### src/rtl/mem_req_seq_if.sv
// Request/response and memory-controller bus for mem_req_seq.
// slave is the sequencer side, master is the upstream/memory environment side.
interface mem_req_seq_if #(
  parameter int DATA_WIDTH = 8,
  parameter int ADDR_WIDTH = 12
);
  logic                  req_valid;
  logic                  req_ready;
  logic                  req_write;
  logic [ADDR_WIDTH-1:0] req_addr;
  logic [DATA_WIDTH-1:0] req_wdata;
  logic                  rsp_valid;
  logic [DATA_WIDTH-1:0] rsp_data;
  logic                  err_timeout;
  logic                  mem_rd_enable;
  logic                  mem_wr_enable;
  logic [ADDR_WIDTH-1:0] mem_addr;
  logic [DATA_WIDTH-1:0] mem_wr_data;
  logic                  mem_busy;
  logic [DATA_WIDTH-1:0] mem_rd_data;

  modport slave (
    input  req_valid, req_write, req_addr, req_wdata, mem_busy, mem_rd_data,
    output req_ready, rsp_valid, rsp_data, err_timeout,
           mem_rd_enable, mem_wr_enable, mem_addr, mem_wr_data
  );

  modport master (
    output req_valid, req_write, req_addr, req_wdata, mem_busy, mem_rd_data,
    input  req_ready, rsp_valid, rsp_data, err_timeout,
           mem_rd_enable, mem_wr_enable, mem_addr, mem_wr_data
  );
endinterface

### src/rtl/mem_req_seq.sv
// In-order request FIFO feeding a single-outstanding memory command sequencer
// with busy-handshake timeout detection and a sticky error flag.
module mem_req_seq #(
  parameter int DATA_WIDTH = 8,
  parameter int ADDR_WIDTH = 12,
  parameter int FIFO_DEPTH = 4,
  parameter int TIMEOUT    = 15
) (
  input  logic          clk,
  input  logic          reset,
  mem_req_seq_if.slave  bus
);

  localparam int PTR_W = $clog2(FIFO_DEPTH);
  localparam int CNT_W = PTR_W + 1;
  localparam logic [CNT_W-1:0] FULL_CNT = CNT_W'(FIFO_DEPTH);
  localparam logic [7:0]       TMO_LAST = 8'(TIMEOUT - 1);

  typedef struct packed {
    logic                  write;
    logic [ADDR_WIDTH-1:0] addr;
    logic [DATA_WIDTH-1:0] wdata;
  } cmd_t;

  typedef enum logic [1:0] {
    S_IDLE,
    S_ISSUE,
    S_ACK,
    S_DONE
  } state_t;

  cmd_t             fifo_mem [FIFO_DEPTH];
  logic [PTR_W-1:0] wr_ptr;
  logic [PTR_W-1:0] rd_ptr;
  logic [CNT_W-1:0] count;
  logic             ready;
  logic             push;
  logic             pop;
  cmd_t             head;

  state_t                state;
  logic                  cmd_write;
  logic [7:0]            tmo_cnt;
  logic                  rd_enable;
  logic                  wr_enable;
  logic [ADDR_WIDTH-1:0] addr_q;
  logic [DATA_WIDTH-1:0] wdata_q;
  logic                  rsp_valid_q;
  logic [DATA_WIDTH-1:0] rsp_data_q;
  logic                  err_q;

  assign ready = (count != FULL_CNT);
  assign push  = bus.req_valid && ready;
  assign pop   = (state == S_IDLE) && (count != '0) && !bus.mem_busy;
  assign head  = fifo_mem[rd_ptr];

  // Storage needs no reset: an entry is only read after its push.
  always_ff @(posedge clk) begin
    if (push) begin
      fifo_mem[wr_ptr] <= '{write: bus.req_write, addr: bus.req_addr, wdata: bus.req_wdata};
    end
  end

  always_ff @(posedge clk or posedge reset) begin
    if (reset) begin
      wr_ptr <= '0;
      rd_ptr <= '0;
      count  <= '0;
    end else begin
      if (push) wr_ptr <= wr_ptr + 1'b1;
      if (pop)  rd_ptr <= rd_ptr + 1'b1;
      case ({push, pop})
        2'b10:   count <= count + 1'b1;
        2'b01:   count <= count - 1'b1;
        default: count <= count;
      endcase
    end
  end

  always_ff @(posedge clk or posedge reset) begin
    if (reset) begin
      state       <= S_IDLE;
      cmd_write   <= 1'b0;
      tmo_cnt     <= '0;
      rd_enable   <= 1'b0;
      wr_enable   <= 1'b0;
      addr_q      <= '0;
      wdata_q     <= '0;
      rsp_valid_q <= 1'b0;
      rsp_data_q  <= '0;
      err_q       <= 1'b0;
    end else begin
      rsp_valid_q <= 1'b0;
      case (state)
        S_IDLE: begin
          // Strobes are set here so they are high for exactly the ISSUE cycle.
          if (pop) begin
            cmd_write <= head.write;
            addr_q    <= head.addr;
            wdata_q   <= head.wdata;
            wr_enable <= head.write;
            rd_enable <= !head.write;
            state     <= S_ISSUE;
          end
        end
        S_ISSUE: begin
          wr_enable <= 1'b0;
          rd_enable <= 1'b0;
          tmo_cnt   <= '0;
          state     <= S_ACK;
        end
        S_ACK: begin
          if (bus.mem_busy) begin
            tmo_cnt <= '0;
            state   <= S_DONE;
          end else if (tmo_cnt == TMO_LAST) begin
            err_q <= 1'b1;
            state <= S_IDLE;
          end else begin
            tmo_cnt <= tmo_cnt + 1'b1;
          end
        end
        S_DONE: begin
          if (!bus.mem_busy) begin
            if (!cmd_write) begin
              rsp_data_q  <= bus.mem_rd_data;
              rsp_valid_q <= 1'b1;
            end
            state <= S_IDLE;
          end else if (tmo_cnt == TMO_LAST) begin
            err_q <= 1'b1;
            state <= S_IDLE;
          end else begin
            tmo_cnt <= tmo_cnt + 1'b1;
          end
        end
        default: state <= S_IDLE;
      endcase
    end
  end

  assign bus.req_ready     = ready;
  assign bus.rsp_valid     = rsp_valid_q;
  assign bus.rsp_data      = rsp_data_q;
  assign bus.err_timeout   = err_q;
  assign bus.mem_rd_enable = rd_enable;
  assign bus.mem_wr_enable = wr_enable;
  assign bus.mem_addr      = addr_q;
  assign bus.mem_wr_data   = wdata_q;

endmodule

### src/flat_wrapper.sv
// flat-port wrapper written by rule: the top's interface ports become plain ports
module mem_req_seq_flat 
#(
  parameter int DATA_WIDTH = 8,
  parameter int ADDR_WIDTH = 12,
  parameter int FIFO_DEPTH = 4,
  parameter int TIMEOUT    = 15
)
  (clk, reset, bus_req_valid, bus_req_write, bus_req_addr, bus_req_wdata, bus_mem_busy, bus_mem_rd_data, bus_req_ready, bus_rsp_valid, bus_rsp_data, bus_err_timeout, bus_mem_rd_enable, bus_mem_wr_enable, bus_mem_addr, bus_mem_wr_data);
  mem_req_seq_if #(.DATA_WIDTH(DATA_WIDTH), .ADDR_WIDTH(ADDR_WIDTH)) bus_i ();
  input  logic clk;
  input  logic reset;
  input wire logic [$bits(bus_i.req_valid)-1:0] bus_req_valid;
  input wire logic [$bits(bus_i.req_write)-1:0] bus_req_write;
  input wire logic [$bits(bus_i.req_addr)-1:0] bus_req_addr;
  input wire logic [$bits(bus_i.req_wdata)-1:0] bus_req_wdata;
  input wire logic [$bits(bus_i.mem_busy)-1:0] bus_mem_busy;
  input wire logic [$bits(bus_i.mem_rd_data)-1:0] bus_mem_rd_data;
  output wire logic [$bits(bus_i.req_ready)-1:0] bus_req_ready;
  output wire logic [$bits(bus_i.rsp_valid)-1:0] bus_rsp_valid;
  output wire logic [$bits(bus_i.rsp_data)-1:0] bus_rsp_data;
  output wire logic [$bits(bus_i.err_timeout)-1:0] bus_err_timeout;
  output wire logic [$bits(bus_i.mem_rd_enable)-1:0] bus_mem_rd_enable;
  output wire logic [$bits(bus_i.mem_wr_enable)-1:0] bus_mem_wr_enable;
  output wire logic [$bits(bus_i.mem_addr)-1:0] bus_mem_addr;
  output wire logic [$bits(bus_i.mem_wr_data)-1:0] bus_mem_wr_data;
  assign bus_i.req_valid = bus_req_valid;
  assign bus_i.req_write = bus_req_write;
  assign bus_i.req_addr = bus_req_addr;
  assign bus_i.req_wdata = bus_req_wdata;
  assign bus_i.mem_busy = bus_mem_busy;
  assign bus_i.mem_rd_data = bus_mem_rd_data;
  assign bus_req_ready = bus_i.req_ready;
  assign bus_rsp_valid = bus_i.rsp_valid;
  assign bus_rsp_data = bus_i.rsp_data;
  assign bus_err_timeout = bus_i.err_timeout;
  assign bus_mem_rd_enable = bus_i.mem_rd_enable;
  assign bus_mem_wr_enable = bus_i.mem_wr_enable;
  assign bus_mem_addr = bus_i.mem_addr;
  assign bus_mem_wr_data = bus_i.mem_wr_data;
  mem_req_seq #(.DATA_WIDTH(DATA_WIDTH), .ADDR_WIDTH(ADDR_WIDTH), .FIFO_DEPTH(FIFO_DEPTH), .TIMEOUT(TIMEOUT)) u_core (.clk(clk), .reset(reset), .bus(bus_i));
endmodule
### config.mk
export PLATFORM = sky130hd
export DESIGN_NAME = mem_req_seq_flat
export DESIGN_NICKNAME = d
export VERILOG_FILES = /design/src/rtl/mem_req_seq_if.sv /design/src/rtl/mem_req_seq.sv /design/src/flat_wrapper.sv
export SDC_FILE = /design/constraint.sdc
export NUM_CORES = 1
export LEC_CHECK = 0
export CAP_MARGIN = 20
export CORE_MARGIN = 2
export CORE_UTILIZATION = 50
export DETAILED_ROUTE_END_ITERATION = 8
export PLACE_DENSITY = 0.76
export SYNTH_ARGS = -nofsm -noshare
export SYNTH_HDL_FRONTEND = slang
export SYNTH_SLANG_ARGS = --single-unit
### constraint.sdc
create_clock -name clk -period 2.1 [get_ports clk]
set_input_delay 0.42 -clock clk [delete_from_list [all_inputs] [get_ports clk]]
set_output_delay 0.42 -clock clk [all_outputs]
set_load 0.1 [all_outputs]
**After elaboration in Yosys (flattened, before gate mapping)**

Memories as Yosys holds them, arrays and structs flattened.
Index checks and enable logic that the tools add are counted.
Widths: inputs -> output; s select.

- Word-level logic and storage cells: 70
- RAM bits: 84
- Memories kept: 1
- Input bits: 33
- Output and inout bits: 33
- Flip-flop bits (word level): 50

Memories:

| name | depth | bits a word | read ports | clocked after memory_dff | write ports | line | text |
|---|---|---|---|---|---|---|---|
| u_core.fifo_mem | 4 | 21 | 1 | 0 | 1 | mem_req_seq.sv:32 | `cmd_t fifo_mem [FIFO_DEPTH];` |

- Multiplexer cells: 23
- Eq/ne operators: 10
- Bitwise operators: 2
- Reductions and logical operators: 16
- Add/subtract/negate cells: 5

Operators by type and width:

| operator | number |
|---|---|
| $mux 8 | 3 |
| $pmux 8 s3 | 1 |
| $mux 1 | 10 |
| $add 8x1->8 const B | 1 |
| $eq 8x4->1 const B | 1 |
| $mux 2 | 4 |
| $pmux 2 s4 | 1 |
| $eq 2x2->1 const B | 3 |
| $pmux 1 s2 | 3 |
| $pmux 3 s2 | 1 |
| $reduce_and 2->1 | 3 |
| $reduce_and 3->1 | 2 |
| $reduce_bool 2->1 | 3 |
| $reduce_bool 3->1 | 2 |
| $add 2x1->2 const B | 2 |
| $eq 2x1->1 const B | 2 |
| $ne 2x2->1 const B | 2 |
| $add 3x1->3 const B | 1 |
| $logic_and 1x1->1 | 3 |
| $ne 3x3->1 const B | 1 |
| $sub 3x1->3 const B | 1 |
| $logic_not 1->1 | 2 |
| $logic_not 2->1 | 1 |
| $ne 2x1->1 const B | 1 |
| $not 1->1 | 2 |

**Depth between registers and ports, before layout**

Gate-level depths: netlist (run 1).

- Depth after elaboration: 5
- Depth in mapped cells: 11
- Gate-level depth less buffers: 9

**Least setup slack after synthesis (run 1)**

No wires, ideal clock.

- Path type: register to register
- Start point: reg u_core.count[0]
- End point: reg u_core.count[2]
- Data required time: 2.021 ns
- Slack: -0.713 ns
- Arrival: 2.733 ns
- Cell stages (with the launch flop): 10
- Buffers on the path: 0
- Library setup time: 0.079 ns
- Clock period less this slack: 2.813 ns
- Cell sequence: dfrtp_1 > inv_1 > nand3_1 > nand2_1 > ha_1 > inv_1 > fa_1 > xor2_1 > nor2_1 > xor2_1

- Elaborated cells on any way between the ends: 11
- Classes of those cells: 2 x add/sub; 3 x eq/ne; 1 x mux; 5 x reduce/logical

RTL lines:

| element | line | text |
|---|---|---|
| start, declared | mem_req_seq.sv:35 | `logic [CNT_W-1:0] count;` |
| start signal, assigned | mem_req_seq.sv:73 | `2'b10: count <= count + 1'b1;` |
| start signal, assigned | mem_req_seq.sv:74 | `2'b01: count <= count - 1'b1;` |
| start signal, assigned | mem_req_seq.sv:75 | `default: count <= count;` |
| $ne 3x3->1 * | mem_req_seq.sv:52 | `assign ready = (count != FULL_CNT);` |
| named net bus_req_ready | flat_wrapper.sv:19 | `output wire logic [$bits(bus_i.req_ready)-1:0] bus_req_ready;` |
| $logic_and 1x1->1 * | mem_req_seq.sv:53 | `assign push = bus.req_valid && ready;` |
| $eq 2x1->1 or $eq 2x2->1 (tied branches) | mem_req_seq.sv:72 | `case ({push, pop})` |
| $pmux 3 s2 or $reduce_bool 2->1 (tied branches) | - |  |

Mark *: on every way through the listed nets, which the timed path passes. The rest lies on a longest branch.
A chain may end at the register's enable or synchronous reset.

**Final worst setup path (run 1)**

- Start point: reg u_core.state[1]
- End point: reg u_core.count[2]

- Longest elaborated chain between the ends: 5
- Elaborated cells on any way between the ends: 7
- Classes of those cells: 2 x eq/ne; 1 x mux; 4 x reduce/logical

Ends and longest elaborated chain:

| element | line | text |
|---|---|---|
| start, declared | mem_req_seq.sv:41 | `state_t state;` |
| start signal, assigned | mem_req_seq.sv:82 | `state <= S_IDLE;` |
| start signal, assigned | mem_req_seq.sv:103 | `state <= S_ISSUE;` |
| start signal, assigned | mem_req_seq.sv:110 | `state <= S_ACK;` |
| $logic_not 2->1 * | mem_req_seq.sv:54 | `assign pop = (state == S_IDLE) && (count != '0) && !bus.mem_busy;` |
| $logic_and 1x1->1 * (2 in series) | mem_req_seq.sv:54 |  |
| $eq 2x1->1 or $eq 2x2->1 (tied branches) | mem_req_seq.sv:72 |  |
| $pmux 3 s2 or $reduce_bool 2->1 (tied branches) | - |  |

Mark *: on every way between the ends. The rest lies on a longest branch, timed or not.

==> results of run 1 <==
worst max-delay path: stages, from the launching register on:
cell and delay [ns]:
dfrtp_1 0.40, nor2_4 0.18, o311a_1 0.22, ha_1 0.18
inv_1 0.05, fa_1 0.37, xor2_1 0.15, nor2_1 0.11
xor2_1 0.14
cell usage in the layout (no fill, tap or decap), types with 3 or more instances in the layout:
cell | synthesis | final
a21oi_1 | 8 | 8
a31oi_1 | 3 | 3
and3_1 | 4 | 4
buf_12 | 0 | 8
buf_4 | 5 | 44
clkbuf_16 | 0 | 16
clkdlybuf4s50_1 | 0 | 32
clkinv_4 | 0 | 3
dfrtp_1 | 50 | 50
edfxtp_1 | 84 | 84
ha_1 | 7 | 7
inv_1 | 10 | 9
inv_6 | 0 | 5
mux2_1 | 4 | 4
mux2_2 | 25 | 25
mux4_2 | 21 | 21
nand2_1 | 13 | 12
nand2b_1 | 3 | 3
nand3_1 | 7 | 6
nor2_1 | 5 | 5
o21ai_0 | 7 | 7
xnor2_1 | 3 | 3
xor2_1 | 3 | 3
worst paths after layout:
kind,start,to,slack [ns]
min reg2reg,u_core.bus.err_timeout$_DFFE_PP0P_,u_core.bus.err_timeout$_DFFE_PP0P_,0.49
max in group asynchronous,reset,u_core.count[2]$_DFFE_PP0P_,1.28
max reg2reg,u_core.state[1]$_DFFE_PP0P_,u_core.count[2]$_DFFE_PP0P_,0.24
max,u_core.state[1]$_DFFE_PP0P_,u_core.count[2]$_DFFE_PP0P_,0.24
min,reset,u_core.bus.mem_addr[2]$_DFFE_PP0P_,0.29
min in group clk,u_core.bus.err_timeout$_DFFE_PP0P_,u_core.bus.err_timeout$_DFFE_PP0P_,0.49
registers in the layout, summed over array words and instances, names as in the netlist, 2 cells and up:
register,cells
u_core.bus.mem_addr,12
u_core.bus.mem_wr_data,8
u_core.bus.rsp_data,8
u_core.count,3
u_core.fifo_mem,84
u_core.rd_ptr,2
u_core.state,2
u_core.tmo_cnt,8
u_core.wr_ptr,2
routing by layer:
layer | routed length [µm] | vias up | GRT usage [%] | share of wire [%]
met5 | 0 | - | 0 | 0
met4 | 91 | 0 | 6.227 | 0.91
met3 | 563 | 8 | 4.702 | 5.6
met2 | 5359 | 94 | 32.39 | 54
met1 | 3953 | 1541 | 23.50 | 40
li1 | - | 1382 | - | -
logic make-up after synthesis:
family | Yosys count
adders and majority gates | 10
muxes | 52
DFF | 134
buffers and inverters | 25
xor gates and xnor gates | 6
AOI/OAI and AO/OA | 34
and+or+nand+nor | 48
per-stage QoR:
| step | cell area [µm²] | instances | hold slack (ns) | util [%] | setup WS (ns) |
|---|---|---|---|---|---|
| floorplan | 5450 | 309 | 0.4598 | - | 0.001448 |
| global placement | 6342 | 518 | 0.4597 | 59.29 | -0.08959 |
| detailed placement | 6342 | 518 | 0.4765 | 59.29 | -0.1365 |
| CTS | 6925 | 550 | 0.2855 | 64.74 | 0.2159 |
| global route | 6925 | 550 | 0.3239 | 64.74 | 0.07413 |
| finish | 6925 | 550 | 0.2864 | 64.74 | 0.2385 |
cell type report:
cell class | count | share of cell area [%]
Timing Repair Buffer | 84 | 11.71
Clock buffer | 18 | 6.034
Multi-Input combinational cell | 150 | 22.31
Inverter | 10 | 0.5420
Clock inverter | 14 | 2.385
Tap cell | 140 | 2.529
Sequential cell | 134 | 54.49
==> summary.md, run 1 <==
| Metric | Value |
|---|---|
| Result of the run | complete, no violations |
| Count of pins over their slew limit | 0 |
| Number of cells upsized or downsized after cts | 0 |
| Final wirelength | 9968 µm |
| CTS HTree Levels | 4 |
| Combined area of all synthesized cells | around 5400 µm² |
| Class of the worst hold path | in2async |
| Unique cell type count in the Yosys netlist | 52 |
| Buffers on Ports | 65 |
| Area leader, netlist | edfxtp_1 |
| Number of optimization iterations in the first detailed-route pass | 5 |
| Async set-or-reset flop fraction in the synthesized netlist | 37.31% |
| Number of maximum-capacitance violations | 0 |
| Predominant post-synthesis flop cell | edfxtp_1 |
| Multi-input combinational cell area | 1545 µm² |
| Number of standard-cell rows in the floorplan | 38 |
| Main combinational cell family by area after synthesis | multiplexers |
| Count of filler cells inserted in the layout | between 700 and 800 |
| Routed via count | 3025 |
| Final nets | about 440 |
| Maximum frequency from static timing analysis | 0.5372 GHz |
| Clock tree from TritonCTS | yes |
| Final hold vios | 0 |
| Remaining global-route overflow | 0 |
| Die footprint | roughly 12000 µm² |
| Number of hold-repair buffers added at the cts stage | 0 |
| Flip-flop and latch count after synthesis | 134 |
| DRT antenna net count | 0 |
| EDFF count, synth | between 80 and 90 |
| Maximum number of pins on one net before global-route repair | 30 |
| Global-route wire length before repair | 16130 µm |
| Total DRC errors in the routed layout | 0 |
| Initial Util | 50.73% |
| Clk sinks | around 130 |
| Register-to-Register Path Depth | 8 |
| Library cell used as clock root buffer | clkbuf_8 |
| Warnings from Yosys | 0 |
| Initial antenna violation count | 0 |
| Portion of the post-synthesis area used by sequential elements | a little over two thirds |
| Final period util | 88.64% |
| Area share of xor/xnor cells in the synthesized design | 0.9684% |
| Count of boundary I/O pins | 66 |
| Tmin final | 1.861 ns |
| Area fraction in and, or, nand and nor cells after synthesis | 5.326% |
| Final Skew | 0.008271 ns |
| Fraction of the mapped netlist area in compound gates | 4.358% |
| Adder-Cell Fraction of Synth Area | 2.352% |
| Cell types occupying the most area after synthesis | edfxtp_1, dfrtp_1, mux4_2, mux2_2, ha_1 |
| Clock tree buffer depth | 2 |
| Placer's final routability congestion estimate | 0.8407 |
| Routed length per placed instance | roughly 18 µm |
| Net count of the mapped netlist | 350 |
| Setup violators final | 0 |
| Clock slew seen by the registers of the worst setup and hold paths | about 0.060 ns |
| Endpoint arrival time on the critical path | 2.29 ns |
| Diode count | 0 |
| RSZ-0062 raised after global routing | false |
| Number of clock buffers inserted by TritonCTS | 17 |
| Critical path launch point type | flip-flop |
| Leading cell types by count after synthesis | edfxtp_1, dfrtp_1, mux2_2, mux4_2, nand2_1 |
| Worst Max-Slew Pin Slew | 0.5437 ns |
| Area occupied by registers | 3774 µm² |
| Core area | 10700 µm² |
| Chip width | 108.2 µm |
| Routed vias/inst | 5.500 |
| Most frequent cell after synthesis | edfxtp_1 |
| Overall Global Routing Usage | 18.83% |
| DP HPWL | about 6200 µm |
| Area Growth Syn to Fin | 27.62% |
| Proportion of layout cells with a drive suffix above 1 | between 30% and 40% |
| Number of instances in the synthesized netlist | approximately 310 |
| Die Span Y | 108.2 µm |
| Via count of the first global-routing pass | 3142 |
| CP Capture Type | flip-flop |
| Number of DRC markers in iteration 0 | 193 |
| Setup Fix Bufs, Post-CTS | 0 |
| Share of the synthesized area in the top cell type | 46.48% |
| Data required time at the worst endpoint | 2.53 ns |
| Clock Latency Late Sink | 0.51 ns |
| Post-synthesis area per instance | 17.56 µm² |
| Setup_tns | 0 ns |
| Maximum fanout encountered on the critical timing path | 5 |
| Max_slew headroom | 63.70% |
| Critical path type | reg2reg |
| Multiplexer area fraction after synthesis | 15.10% |
Power of run 1 is left out: the tool's default activity adds up to more than one toggle a clock period on the data nets, which glitch-free logic cannot reach.
==> inputs of run 2 (changes only) <==
--- a/config.mk
+++ b/config.mk
@@ -6,10 +6,12 @@
 export NUM_CORES = 1
 export LEC_CHECK = 0
 export CAP_MARGIN = 20
+export CORE_ASPECT_RATIO = 1.4
 export CORE_MARGIN = 2
 export CORE_UTILIZATION = 50
 export DETAILED_ROUTE_END_ITERATION = 8
 export PLACE_DENSITY = 0.76
+export SLEW_MARGIN = 20
 export SYNTH_ARGS = -nofsm -noshare
 export SYNTH_HDL_FRONTEND = slang
 export SYNTH_SLANG_ARGS = --single-unit
==> run 2 against run 1 <==
Against the previous run:
- non-clock buffer count unchanged
- design area down 0.47%
- die area up 0.11%
==> summary.md, run 2 (synthesis results as in run 1) <==
| Metric | Value |
|---|---|
| Register-to-Register Path Depth | 9 (was 8) |
| Routed vias/inst | 5.494 (was 5.500) |
| Proportion of layout cells with a drive suffix above 1 | 34.39% (was 34.15%) |
| Number of clock buffers inserted by TritonCTS | 17 (unchanged) |
| Number of cells upsized or downsized after cts | 0 (unchanged) |
| Remaining global-route overflow | 0 (unchanged) |
| Initial Util | 50.73% (unchanged) |
| Setup Fix Bufs, Post-CTS | 0 (unchanged) |
| Routed via count | 3027 (was 3025) |
| Largest register FFs | 84 (unchanged) |
| Count of boundary I/O pins | 66 (unchanged) |
| Buffers on Ports | 65 (unchanged) |
| Max incr delay on CP | 0.41 ns (was 0.40 ns) |
| DP HPWL | 6456 µm (was 6226 µm) |
| Post-route insts no fill | 551 (was 550) |
| Final nets | 438 (unchanged) |
| RSZ-0062 raised after global routing | false (unchanged) |
| Number of hold-repair buffers added at the cts stage | 0 (unchanged) |
| Clock tree buffer depth | 2 (unchanged) |
| CP Capture Type | flip-flop (unchanged) |
| Area Growth Syn to Fin | 27.02% (was 27.62%) |
| Worst-path cell with the longest stage delay | dfrtp_1 (unchanged) |
| Register-to-register path setup slack | 0.19 ns (was 0.24 ns) |
| # placed instances | 519 (was 518) |
| Core area | 10700 µm² (unchanged) |
| Tmin final | 1.907 ns (was 1.861 ns) |
| Cell Chain, Critical Path | inv_1 > nand3_4 > nand2_2 > ha_1 > inv_1 > fa_1 > xor2_1 > nor2_1 > xor2_1 (was nor2_4 > o311a_1 > ha_1 > inv_1 > fa_1 > xor2_1 > nor2_1 > xor2_1) |
| Clock tree from TritonCTS | yes (unchanged) |
| Number of logic stages on the critical path including buffering | 9 (was 8) |
| Most used cells in the layout excluding fill and tap cells | edfxtp_1, dfrtp_1, buf_4 (unchanged) |
| Maximum number of pins on one net before global-route repair | 36 (was 30) |
| CTS HTree Levels | 4 (unchanged) |
| Clk sinks | 134 (unchanged) |
| Critical Path Sink | u_core.count[2]$_DFFE_PP0P_ (unchanged) |
| Placer's final routability congestion estimate | 0.8560 (was 0.8407) |
| Final Skew | 0.01199 ns (was 0.008271 ns) |
| Worst flop-to-flop path startpoint | u_core.count[0]$_DFFE_PP0P_ (was u_core.state[1]$_DFFE_PP0P_) |
| Initial antenna violation count | 0 (unchanged) |
| Via count of the first global-routing pass | 3162 (was 3142) |
| Number of optimization iterations in the first detailed-route pass | 4 (was 5) |
| Maximum fanout encountered on the critical timing path | 6 (was 5) |
| Clock slew seen by the registers of the worst setup and hold paths | 0.06 ns (about the same) |
| Worst Max-Slew Pin Slew | 0.4117 ns (was 0.5437 ns) |
| Final period util | 90.80% (was 88.64%) |
| Final wirelength | 9782 µm (was 9968 µm) |
| Class of the worst hold path | in2async (unchanged) |
| Most flops, register | u_core.fifo_mem (unchanged) |
| Number of DRC markers in iteration 0 | 161 (was 193) |
| Core occupancy in the finished layout | 64.43% (was 64.74%) |
| Maximum frequency from static timing analysis | 0.5244 GHz (was 0.5372 GHz) |
| Global-route wire length before repair | 15660 µm (was 16130 µm) |
| Data required time at the worst endpoint | 2.43 ns (was 2.53 ns) |
| Clock Latency Late Sink | 0.42 ns (was 0.51 ns) |
| Die footprint | 11710 µm² (was 11700 µm²) |
| Number of maximum-capacitance violations | 0 (unchanged) |
| Count of buffer and inverter cells on the critical path | 2 (was 1) |
| Diode count | 0 (unchanged) |
| Library cell used as clock root buffer | clkbuf_16 (was clkbuf_8) |
| Endpoint arrival time on the critical path | 2.24 ns (was 2.29 ns) |
| Final hold vios | 0 (unchanged) |
| Chip width | 92.05 µm (was 108.2 µm) |
| Total DRC errors in the routed layout | 0 (unchanged) |
| Result of the run | complete, no violations (unchanged) |
| Number of standard-cell rows in the floorplan | 45 (was 38) |
| Critical path launch point type | flip-flop (unchanged) |
| Max_slew headroom | 71.84% (was 63.70%) |
| Overall Global Routing Usage | 18.05% (was 18.83%) |
| Routed length per placed instance | 17.75 µm (was 18.12 µm) |
| Critical path type | reg2reg (unchanged) |
| Die Span Y | 127.3 µm (was 108.2 µm) |
| DRT antenna net count | 0 (unchanged) |
| Delay-heaviest family, CP | adder cells (unchanged) |
| Origin of the worst setup path | u_core.count[0]$_DFFE_PP0P_ (was u_core.state[1]$_DFFE_PP0P_) |
| Leading cell type in the layout, fill and taps excluded | edfxtp_1 (unchanged) |
| Setup violators final | 0 (unchanged) |
| End of the worst register-to-register path | u_core.count[2]$_DFFE_PP0P_ (unchanged) |
| Count of pins over their slew limit | 0 (unchanged) |
[run 2: stage by stage]
stage | area, µm² | hold slack (ns) | setup WS, ns | setup TNS, ns
global placement | 6332 | 0.4548 | -0.07103 | -0.07103
floorplan | 5450 | 0.4598 | 0.001448 | 0
global route | 6893 | 0.3827 | 0.05782 | 0
finish | 6893 | 0.3552 | 0.1931 | 0
CTS | 6893 | 0.3552 | 0.1768 | 0
detailed placement | 6332 | 0.4674 | -0.1450 | -0.1450
[run 2: worst min path at each step]
| stage | endpoint | depth (start not counted) | slack [ns] | from |
|---|---|---|---|---|
| 3_5_place_dp | u_core.bus.err_timeout$_DFFE_PP0P_ | 1 | 0.47 | u_core.bus.err_timeout$_DFFE_PP0P_ |
| 3_3_place_gp | u_core.bus.err_timeout$_DFFE_PP0P_ | 1 | 0.45 | u_core.bus.err_timeout$_DFFE_PP0P_ |
| 5_1_grt | u_core.bus.mem_addr[2]$_DFFE_PP0P_ | 2 | 0.38 | reset |
| 4_1_cts | u_core.bus.mem_addr[0]$_DFFE_PP0P_ | 2 | 0.36 | reset |
| 2_1_floorplan | u_core.count[0]$_DFFE_PP0P_ | 1 | 0.46 | u_core.count[0]$_DFFE_PP0P_ |
| 6_report | u_core.bus.mem_wr_data[7]$_DFFE_PP0P_ | 2 | 0.36 | reset |
[run 2: final cells by class]
| type | count | area [µm²] |
|---|---|---|
| tap | 141 | 176.4 |
| clock inverter | 14 | 131.4 |
| sequential | 134 | 3775 |
| multi-input combinational | 150 | 1545 |
| clock buffer | 18 | 429.2 |
| inverter | 10 | 37.54 |
| timing repair buffer | 84 | 798.3 |
| fill | 757 | 3805 |
[run 2: per-layer routing]
metal  part of all wire (%)  track usage [%]  vias up  routed length, µm
met5                      0                0        -                  0
met4                    1.6            8.077        0                153
met3                    4.5            4.658       12                444
met2                     55            32.27       83               5350
met1                     39            20.28     1549               3832
li1                       -                -     1383                  -
Power of run 2 is left out for the same reason.
